<file path="src/rtl/dmem_arbiter_pkg.sv">
// -----------------------------------------------------------------------------
// dmem_arb_pkg
// Shared definitions for the data-memory arbiter: requester count, port
// indices, FSM state encoding and a small index-to-one-hot helper.
// Configuration macro consumed by users of this package: DMEM_ARB_LOCK_EN.
// -----------------------------------------------------------------------------
package dmem_arb_pkg;

    localparam int   NUM_REQ   = 2;
    localparam logic PORT_CORE = 1'b0;
    localparam logic PORT_DMA  = 1'b1;

    typedef enum logic [1:0] {
        IDLE   = 2'd0,
        ACCESS = 2'd1,
        RESP   = 2'd2
    } arb_state_e;

    // Expand a port index into its one-hot request/response bit.
    function automatic logic [1:0] port_onehot(input logic idx);
        return idx ? 2'b10 : 2'b01;
    endfunction

endpackage

</file>
<file path="src/rtl/dmem_arbiter_rr_arb2.sv">
// -----------------------------------------------------------------------------
// rr_arb2
// Combinational two-way round-robin picker.
// Ports:
//   valid_i        [1:0]  raw request valids
//   last_grant_i          index of the most recently granted port
//   mask_i         [1:0]  eligibility mask (all ones when no lock is held)
//   grant_onehot_o [1:0]  one-hot grant, zero when nothing is eligible
//   grant_idx_o           index of the granted port (0 when no grant)
// -----------------------------------------------------------------------------
module rr_arb2
    import dmem_arb_pkg::*;
(
    input  logic [1:0] valid_i,
    input  logic       last_grant_i,
    input  logic [1:0] mask_i,
    output logic [1:0] grant_onehot_o,
    output logic       grant_idx_o
);

    logic [1:0] eligible_s;

    // Pick the winner: on contention the port that did not win last time.
    always_comb begin
        eligible_s     = valid_i & mask_i;
        grant_idx_o    = 1'b0;
        grant_onehot_o = 2'b00;
        case (eligible_s)
            2'b11: begin
                grant_idx_o    = ~last_grant_i;
                grant_onehot_o = port_onehot(~last_grant_i);
            end
            2'b01: begin
                grant_idx_o    = 1'b0;
                grant_onehot_o = 2'b01;
            end
            2'b10: begin
                grant_idx_o    = 1'b1;
                grant_onehot_o = 2'b10;
            end
            default: begin
                grant_idx_o    = 1'b0;
                grant_onehot_o = 2'b00;
            end
        endcase
    end

endmodule

</file>
<file path="src/rtl/dmem_arbiter.sv">
// -----------------------------------------------------------------------------
// dmem_arbiter
// Shares the single-port data memory between the core load/store path (port 0)
// and a DMA/debug master (port 1). One access in flight: handshake in IDLE,
// memory cycle in ACCESS, one-cycle response pulse in RESP.
// Ports:
//   clk, reset_n              clock, asynchronous active-low reset
//   req_valid/req_ready [1:0] per-port request handshake
//   req_write [1:0]           1 = store, 0 = load
//   req_addr  [2*AW-1:0]      port i at [i*AW +: AW]
//   req_wdata [2*N-1:0]       port i at [i*N +: N]
//   resp_valid [1:0]          one-cycle completion pulse per port
//   resp_rdata [N-1:0]        load data (zero for stores)
//   mem_write/mem_addr/mem_wdata/mem_rdata  data memory interface
//   req_lock [1:0]            only with DMEM_ARB_LOCK_EN: hold grant for owner
// Configuration: `define DMEM_ARB_LOCK_EN to enable the lock feature.
// -----------------------------------------------------------------------------
module dmem_arbiter
    import dmem_arb_pkg::*;
#(
    parameter int N  = 32,
    parameter int AW = 32
) (
    input  logic          clk,
    input  logic          reset_n,
    input  logic [1:0]    req_valid,
    output logic [1:0]    req_ready,
    input  logic [1:0]    req_write,
    input  logic [2*AW-1:0] req_addr,
    input  logic [2*N-1:0]  req_wdata,
    output logic [1:0]    resp_valid,
    output logic [N-1:0]  resp_rdata,
    output logic          mem_write,
    output logic [AW-1:0] mem_addr,
    output logic [N-1:0]  mem_wdata,
    input  logic [N-1:0]  mem_rdata
`ifdef DMEM_ARB_LOCK_EN
    ,
    input  logic [1:0]    req_lock
`endif
);

    arb_state_e    state_q, state_d;
    logic          last_grant_q, last_grant_d;
    logic          winner_q, winner_d;
    logic          mem_write_q, mem_write_d;
    logic [AW-1:0] mem_addr_q, mem_addr_d;
    logic [N-1:0]  mem_wdata_q, mem_wdata_d;
    logic [1:0]    resp_valid_q, resp_valid_d;
    logic [N-1:0]  resp_rdata_q, resp_rdata_d;

    logic [1:0]    mask_s;
    logic [1:0]    grant_onehot_s;
    logic          grant_idx_s;
    logic          handshake_s;

`ifdef DMEM_ARB_LOCK_EN
    logic          lock_hold_q, lock_hold_d;
    logic          lock_owner_q, lock_owner_d;

    // While a lock is held only the owner is eligible.
    always_comb begin
        if (lock_hold_q) begin
            mask_s = port_onehot(lock_owner_q);
        end else begin
            mask_s = 2'b11;
        end
    end

    // Lock set/clear: taken from the req_lock bit at handshake, or dropped
    // when the owner goes quiet (no valid, no lock) while the FSM is idle.
    always_comb begin
        lock_hold_d  = lock_hold_q;
        lock_owner_d = lock_owner_q;
        if (handshake_s) begin
            lock_hold_d  = req_lock[grant_idx_s];
            lock_owner_d = grant_idx_s;
        end else if ((state_q == IDLE) && lock_hold_q &&
                     !req_valid[lock_owner_q] && !req_lock[lock_owner_q]) begin
            lock_hold_d  = 1'b0;
        end else begin
            lock_hold_d  = lock_hold_q;
        end
    end

    // Lock state registers.
    always_ff @(posedge clk or negedge reset_n) begin
        if (!reset_n) begin
            lock_hold_q  <= 1'b0;
            lock_owner_q <= 1'b0;
        end else begin
            lock_hold_q  <= lock_hold_d;
            lock_owner_q <= lock_owner_d;
        end
    end
`else
    // Pure round-robin: both ports always eligible.
    always_comb begin
        mask_s = 2'b11;
    end
`endif

    rr_arb2 u_rr_arb2 (
        .valid_i        (req_valid),
        .last_grant_i   (last_grant_q),
        .mask_i         (mask_s),
        .grant_onehot_o (grant_onehot_s),
        .grant_idx_o    (grant_idx_s)
    );

    assign handshake_s = (state_q == IDLE) && (grant_onehot_s != 2'b00);

    // FSM next state, request latching and response generation.
    always_comb begin
        state_d      = state_q;
        last_grant_d = last_grant_q;
        winner_d     = winner_q;
        mem_write_d  = 1'b0;
        mem_addr_d   = mem_addr_q;
        mem_wdata_d  = mem_wdata_q;
        resp_valid_d = 2'b00;
        resp_rdata_d = resp_rdata_q;
        req_ready    = 2'b00;
        case (state_q)
            IDLE: begin
                req_ready = grant_onehot_s;
                if (handshake_s) begin
                    state_d      = ACCESS;
                    winner_d     = grant_idx_s;
                    last_grant_d = grant_idx_s;
                    // mem_write is registered, so it is high for exactly the
                    // ACCESS cycle and also marks the access as a store there.
                    mem_write_d  = req_write[grant_idx_s];
                    mem_addr_d   = grant_idx_s ? req_addr[AW +: AW] : req_addr[0 +: AW];
                    mem_wdata_d  = grant_idx_s ? req_wdata[N +: N] : req_wdata[0 +: N];
                end else begin
                    state_d      = IDLE;
                end
            end
            ACCESS: begin
                if (mem_write_q) begin
                    resp_rdata_d = {N{1'b0}};
                end else begin
                    resp_rdata_d = mem_rdata;
                end
                resp_valid_d = port_onehot(winner_q);
                state_d      = RESP;
            end
            RESP: begin
                state_d = IDLE;
            end
            default: begin
                state_d = IDLE;
            end
        endcase
    end

    // Arbiter state and registered memory/response outputs.
    always_ff @(posedge clk or negedge reset_n) begin
        if (!reset_n) begin
            state_q      <= IDLE;
            last_grant_q <= 1'b1;
            winner_q     <= 1'b0;
            mem_write_q  <= 1'b0;
            mem_addr_q   <= {AW{1'b0}};
            mem_wdata_q  <= {N{1'b0}};
            resp_valid_q <= 2'b00;
            resp_rdata_q <= {N{1'b0}};
        end else begin
            state_q      <= state_d;
            last_grant_q <= last_grant_d;
            winner_q     <= winner_d;
            mem_write_q  <= mem_write_d;
            mem_addr_q   <= mem_addr_d;
            mem_wdata_q  <= mem_wdata_d;
            resp_valid_q <= resp_valid_d;
            resp_rdata_q <= resp_rdata_d;
        end
    end

    assign mem_write  = mem_write_q;
    assign mem_addr   = mem_addr_q;
    assign mem_wdata  = mem_wdata_q;
    assign resp_valid = resp_valid_q;
    assign resp_rdata = resp_rdata_q;

endmodule

</file>
<file path="config.mk">
export PLATFORM = sky130hd
export DESIGN_NAME = dmem_arbiter
export DESIGN_NICKNAME = d
export VERILOG_FILES = /design/src/rtl/dmem_arbiter_pkg.sv /design/src/rtl/dmem_arbiter_rr_arb2.sv /design/src/rtl/dmem_arbiter.sv
export SDC_FILE = /design/constraint.sdc
export NUM_CORES = 1
export LEC_CHECK = 0
export ABC_AREA = 1
export CAP_MARGIN = 20
export CORE_UTILIZATION = 40
export DETAILED_ROUTE_END_ITERATION = 8
export PLACE_DENSITY = 0.77
export SLEW_MARGIN = 15
export SYNTH_ARGS = -nofsm -noshare
export SYNTH_HDL_FRONTEND = slang
export SYNTH_SLANG_ARGS = --single-unit
</file>
<file path="constraint.sdc">
create_clock -name clk -period 1.6 [get_ports clk]
set_input_delay 0.32 -clock clk [delete_from_list [all_inputs] [get_ports clk]]
set_output_delay 0.32 -clock clk [all_outputs]
set_load 0.1 [all_outputs]
</file>
==> results.tsv, run 1 <==
stage	metric	value	unit
synthesis	synth_top_cells_by_area	dfrtp_1, nand2_1, nand3_1	
synthesis	yosysTopAreaCell	dfrtp_1	
clock_network	cts_buffer_depth	2	
clock_network	cts_buffers	9	
finish	nets	1143	
synthesis	syn_avg_cell_area	7.23	um2
synthesis	yosys_warnings	0	
sta	relSlewSlack	62.9	%
setup_path	worst_setup_path_start_kind	flop	
global_routing	use_met3	6.12	%
finish	multi_input_area	1870	um2
setup_path	path_max_fanout	3	
place	gp_congestion	0.823	
sta	hold_viol	0	
global_routing	antenna_found_initial	0	
setup_path	reg2reg_slack	0.17	ns
floorplan	floorplan.die_area	13400	um2
sta	period_needed	1.71	ns
clock_network	clk_latency	0.34	ns
clock_network	cts_max_level	3	
sta	max_freq	583	MHz
finish	final_cell_area	9480	um2
clock_network	path_clk_slew	0.07	ns
detailed_routing	wl_per_cell	14.2	um
sta	finClkSkew	0.00909	ns
global_routing	grt_pass1_wl	25900	um
floorplan	rows	41	
floorplan	die_h	116	um
synthesis	syn_nets	882	
setup_path	rr_startpoint	last_grant_q$_DFFE_PN1P_	
detailed_routing	firstDrtPassIters	4	
setup_path	crit_required	1.28	ns
place	dpl_cell_area	9110	um2
global_routing	grt_overflow	0	
sta	rsz0062_at_grt	yes	
setup_path	crit_type	flop to output pin	
setup_path	crit_path_end_kind	output pin	
global_routing	grt_pass1_vias	5325	
floorplan	ios	267	
place	io_buffers	266	
finish	nFillCells	944	
detailed_routing	vias	5443	
place	pre_cts_slack	-0.228	ns
sta	timing.final.ws_setup	-0.114	ns
hold_path	timing.hold.worst.class	flop to flop	
flow_run	drv_cap	0	
sta	fin_crit_sh	107	%
hold_path	min_from	winner_q$_DFFE_PN0P_	
finish	fin_cells	1154	
detailed_routing	drc_errors	0	
hold_path	holdPathEnd	resp_valid[0]$_DFF_PN0_	
detailed_routing	wl	16400	um
global_routing	grtUsageTotal	25.1	%
clock_network	cts_tree	yes	
finish	layout_common_cells	nand2_1, clkdlybuf4s50_1, nand3_1	
synthesis	synthDominantCellAreaShare	49.3	%
synthesis	syn_area	5170	um2
finish	syn_to_final_growth	83.2	%
run_status	violations	negative setup slack	
clock_network	clock-sinks	103	
setup_path	cp_data_arrival_time	1.39	ns
synthesis	synth_cell_types	15	
hold_path	whs_path_depth	1	
clock_network	cts-root-buf	clkbuf_16	
sta	worstMarginPinSlew	0.556	ns
floorplan	die_x	116	um
sta	finalMaxSlewViolations	0	
global_routing	met2_usage	43.9	%
finish	seqCellArea	2580	um2
floorplan	start_util	41.0	%
finish	antenna_cells	0	
detailed_routing	drt_iter0_drc	393	
sta	setup_viol	2	
finish	drive_gt1_share	16.2	%
detailed_routing	vias_per_cell	4.72	
sta	whs	0.435	ns
synthesis	seq_area_frac_synth	49.8	%
place	dp.cells	1135	
global_routing	gr-max-usage-layer	met2	
setup_path	rr_worst_depth	8	
synthesis	synth_seq_cells	103	
synthesis	syn_inst	716	
run_status	outcome	finished with violations	
global_routing	grt_max_degree	64	
detailed_routing	ant_nets	0	
setup_path	r2r-end	mem_wdata[11]$_DFFE_PN0P_	
floorplan	core	12600	um2
global_routing	use_met1	29.2	%
finish	mostFrequentLayoutCell	nand2_1	
place	place.detailed.hpwl	12100	um
-- flip-flops by register name, summed over array words and instances (netlist names) --
register / flops
mem_addr: 32
mem_wdata: 32
resp_rdata: 32
resp_valid: 2
state_q: 2
last_grant_q: 1
mem_write: 1
winner_q: 1
-- critical path, cell delays in order, from the launching register on --
cell	delay (ns)
dfstp_2	0.53
inv_2	0.04
nand2_4	0.06
nand2_4	0.06
nor3_4	0.16
buf_12	0.20
-- through the flow --
step	setup TNS, ns	utilization, %
floorplan	-0.359	-
global placement	-10.58	72.2
detailed placement	-13.00	72.2
CTS	-0.244	75.1
global route	-0.278	75.1
finish	-0.172	75.1
-- per-layer routing --
layer / share of wire (%) / vias to the layer above
met2: 51 / 196
met1: 39 / 2534
li1: - / 2674
met4: 3.2 / 0
met3: 6.9 / 39
met5: 0 / -
-- cells in the mapped netlist --
library cell and count:
clkbuf_1 10, nand3_1 161, buf_4 13, inv_2 3
nor2_1 3, nand2_1 261, dfstp_2 1, nor2_2 2
buf_2 21, dfrtp_1 102, nor3_1 1, o21ai_0 2
a21oi_1 1, nor2_4 1, inv_1 134
-- timing repair --
action	in CTS	in global routing
endpoints found under the setup margin	2	2
gates resized for setup	3	3
setup buffers	2	0
endpoints found under the hold margin	25	0
hold buffers	1	0
pin swaps	2	0
-- worst max path at each step --
stage / end / cells after the start / from / slack (ns)
after detailed placement: mem_wdata[22]$_DFFE_PN0P_ / 7 / req_valid[1] / -0.23
after floorplan: req_ready[0] / 5 / last_grant_q$_DFFE_PN1P_ / -0.31
after CTS: req_ready[0] / 5 / last_grant_q$_DFFE_PN1P_ / -0.15
final: req_ready[0] / 5 / last_grant_q$_DFFE_PN1P_ / -0.11
after global placement: req_ready[1] / 6 / req_valid[1] / -0.20
after global routing: req_ready[0] / 5 / last_grant_q$_DFFE_PN1P_ / -0.17
-- final cells by class --
type | instances | area share (%)
Timing Repair Buffer | 294 | 41.9
Sequential cell | 103 | 27.2
Multi-Input combinational cell | 432 | 19.7
Inverter | 137 | 5.42
Clock buffer | 9 | 2.38
Tap cell | 172 | 2.27
Clock inverter | 7 | 1.10
-- cells by family (layout without fill, tap and decap cells) --
kind of cell | after synthesis | in the layout | synth area share (%)
compound gates | 3 | 3 | 0.290
flops | 103 | 103 | 49.8
buf+inv | 181 | 447 | 14.6
simple gates | 429 | 429 | 35.3
Power of run 1 is not shown: default switching activity piles up to over one toggle a cycle in this logic, so the estimate is an artifact.
==> run 2, diff against run 1 <==
--- a/config.mk
+++ b/config.mk
@@ -5,11 +5,10 @@
 export SDC_FILE = /design/constraint.sdc
 export NUM_CORES = 1
 export LEC_CHECK = 0
-export ABC_AREA = 1
 export CAP_MARGIN = 20
-export CORE_UTILIZATION = 40
+export CORE_UTILIZATION = 38
 export DETAILED_ROUTE_END_ITERATION = 8
-export PLACE_DENSITY = 0.77
+export PLACE_DENSITY = 0.76
 export SLEW_MARGIN = 15
 export SYNTH_ARGS = -nofsm -noshare
 export SYNTH_HDL_FRONTEND = slang
==> run 2 against run 1 <==
  * The run ends with design-rule violations, negative setup slack left
  * Cell area is 6.7% lower
  * Synthesized cell count decreased by 28%
  * First-iteration DRC count decreased by 20%
  * Register-to-register slack worse by 0.06 ns
  * Flip-flop and latch count unchanged
  * Maximum frequency increased by 2.6%
  * Hold slack got worse by 0.43 ns
  * Count of clock-buffer cells in the layout increased by 1
  * Global-route usage is 0.12 points higher
  * Cell count decreased by 20%
  * Die area down 5.9%
  * Largest cell class unchanged
==> results.tsv, run 2 <==
stage	metric	value	unit	change
setup_path	crit_type	flop to output pin		unchanged
finish	utilization	76.2	%	was 75.1%
floorplan	ios	267		unchanged
finish	drive_gt1_share	19.4	%	was 16.2%
finish	antenna_cells	0		unchanged
clock_network	clock-sinks	103		unchanged
setup_path	cp_data_arrival_time	1.35	ns	was 1.39 ns
synthesis	syn_avg_cell_area	8.90	um2	was 7.23 um2
clock_network	cts_tree	yes		unchanged
floorplan	floorplan.die_area	12600	um2	was 13400 um2
clock_network	cts_buffers	9		unchanged
sta	timing.final.ws_setup	-0.0699	ns	was -0.114 ns
sta	finClkSkew	0.00974	ns	was 0.00909 ns
detailed_routing	vias_per_cell	5.20		was 4.72
global_routing	grtUsageTotal	25.2	%	was 25.1%
sta	max_freq	599	MHz	was 583 MHz
clock_network	cts-root-buf	clkbuf_16		unchanged
place	io_buffers	266		unchanged
synthesis	synth_edf_count	0		unchanged
global_routing	grt_max_degree	104		was 64
synthesis	syn_nets	685		was 882
synthesis	synth_cell_types	22		was 15
detailed_routing	wl_per_cell	17.0	um	was 14.2 um
finish	layout_common_cells	nand2_1, clkdlybuf4s50_1, buf_12		was nand2_1, clkdlybuf4s50_1, nand3_1
synthesis	synth_top_cells_by_area	dfrtp_1, nand2_1, a31oi_1		was dfrtp_1, nand2_1, nand3_1
global_routing	grt_pass1_wl	24500	um	was 25900 um
floorplan	core	11600	um2	was 12600 um2
clock_network	cts_buffer_depth	2		unchanged
setup_path	crit_required	1.28	ns	about the same
sta	relSlewSlack	61.9	%	was 62.9%
global_routing	grt_pass1_vias	5017		was 5325
detailed_routing	drc_errors	17		was 0
synthesis	ys.flop_type	dfrtp_1		unchanged
run_status	violations	design-rule violations, negative setup slack		was negative setup slack
synthesis	synthDominantCellAreaShare	55.3	%	was 49.3%
clock_network	cts-hold-fix-buffers	0		was 1
sta	hold_viol	0		unchanged
floorplan	rows	39		was 41
clock_network	cts_max_level	3		unchanged
detailed_routing	wl	15600	um	was 16400 um
sta	whs	0.00969	ns	was 0.435 ns
flow_run	drv_cap	0		unchanged
setup_path	path_max_fanout	3		unchanged
place	place.detailed.hpwl	11500	um	was 12100 um
finish	fin_cells	922		was 1154
place	gp_congestion	0.790		was 0.823
sta	finalMaxSlewViolations	0		unchanged
synthesis	synth_seq_cells	103		unchanged
run_status	outcome	finished with violations		unchanged
floorplan	start_util	39.8	%	was 41.0%
sta	rsz0062_at_grt	yes		unchanged
detailed_routing	vias	4792		was 5443
synthesis	yosys_warnings	0		unchanged
sta	period_needed	1.67	ns	was 1.71 ns
detailed_routing	firstDrtPassIters	7		was 4
synthesis	yosysTopAreaCell	dfrtp_1		unchanged
synthesis	synth_most_common_cell	nand2_1		unchanged
synthesis	seq_area_frac_synth	55.8	%	was 49.8%
finish	syn_to_final_growth	91.5	%	was 83.2%
place	dp.cells	902		was 1135
sta	fin_crit_sh	104	%	was 107%
global_routing	antenna_found_initial	0		unchanged
setup_path	worst_setup_path_start_kind	flop		unchanged
synthesis	syn_inst	519		was 716
finish	nets	940		was 1143
detailed_routing	drt_iter0_drc	316		was 393
clock_network	path_clk_slew	0.07	ns	about the same
synthesis	syn_area	4620	um2	was 5170 um2
sta	setup_viol	2		unchanged
clock_network	clk_latency	0.35	ns	was 0.34 ns
place	pre_cts_slack	-0.312	ns	was -0.228 ns
floorplan	die_x	112	um	was 116 um
floorplan	die_h	112	um	was 116 um
hold_path	timing.hold.worst.class	input pin to async pin		was flop to flop
sta	worstMarginPinSlew	0.571	ns	was 0.556 ns
synthesis	async_flop_share	100	%	unchanged
detailed_routing	ant_nets	0		unchanged
setup_path	reg2reg_slack	0.11	ns	was 0.17 ns
global_routing	grt_overflow	0		unchanged
synthesis	synth_commonest_cells	nand2_1, dfrtp_1, a21oi_1, a31oi_1, nand2b_1		was nand2_1, nand3_1, inv_1, dfrtp_1, buf_2
setup_path	crit_path_end_kind	output pin		unchanged
[run 2: cell count changes in the layout (fill, tap and decap cells not counted), moves of 5 or more]
cell | previous run | this run
o21ai_0 | 2 | 32
nand2b_1 | 0 | 32
a21oi_1 | 1 | 65
inv_2 | 5 | 0
nand2_1 | 258 | 162
buf_4 | 21 | 14
a31oi_1 | 0 | 65
inv_1 | 132 | 2
nand3_1 | 161 | 0
[run 2: kinds of logic after synthesis]
family / Yosys count / synth area share (%)
compound gates: 167 / 20.2
buf+inv: 47 / 5.47
simple gates: 202 / 18.5
flops: 103 / 55.8
[run 2: metrics by stage]
stage | TNS, ns | area, um2
6_report | -0.137 | 8850
5_1_grt | -0.235 | 8850
4_1_cts | -0.230 | 8830
3_5_place_dp | -14.48 | 8510
3_3_place_gp | -11.75 | 8510
2_1_floorplan | -0.307 | 4660
[run 2: cell type report]
cell class	instances	area [um2]
well taps	143	179
multi-input cells	369	1840
clock buffers	10	229
flip-flops and latches	103	2580
clock inverters	6	61.3
repair buffers	289	3950
fillers	802	2770
inverters	2	7.51
[run 2: final timing paths]
kind / startpoint / to / cells past startpoint
setup reg to reg: last_grant_q$_DFFE_PN1P_ / mem_addr[24]$_DFFE_PN0P_ / 5
setup / recovery: state_q[0]$_DFF_PN0_ / req_ready[0] / 4
min in group clk: winner_q$_DFFE_PN0P_ / resp_valid[0]$_DFF_PN0_ / 1
hold / removal: reset_n / mem_addr[2]$_DFFE_PN0P_ / 2
max in group asynchronous: reset_n / mem_write$_DFF_PN0_ / 2
hold reg to reg: winner_q$_DFFE_PN0P_ / resp_valid[0]$_DFF_PN0_ / 1
[run 2: what timing repair did]
action,CTS,global route
resized for setup,4,3
buffers inserted,3,1
pin swaps,3,2
setup endpoints to repair,8,9
[run 2: critical path, cell delays in order, from the launching register on]
cell and delay [ns]:
dfrtp_2 0.45, nor2_4 0.15, nand2_4 0.07, a21oi_4 0.14, buf_12 0.19
[run 2: routing by layer]
metal	GRT usage (%)	vias to the layer above	routed length, um
met3	5.13	38	1140
met4	14.3	0	681
met2	45.5	223	8090
met1	27.5	2263	5720
li1	-	2268	-
met5	0	-	0
Power of run 2 is left out for the same reason.
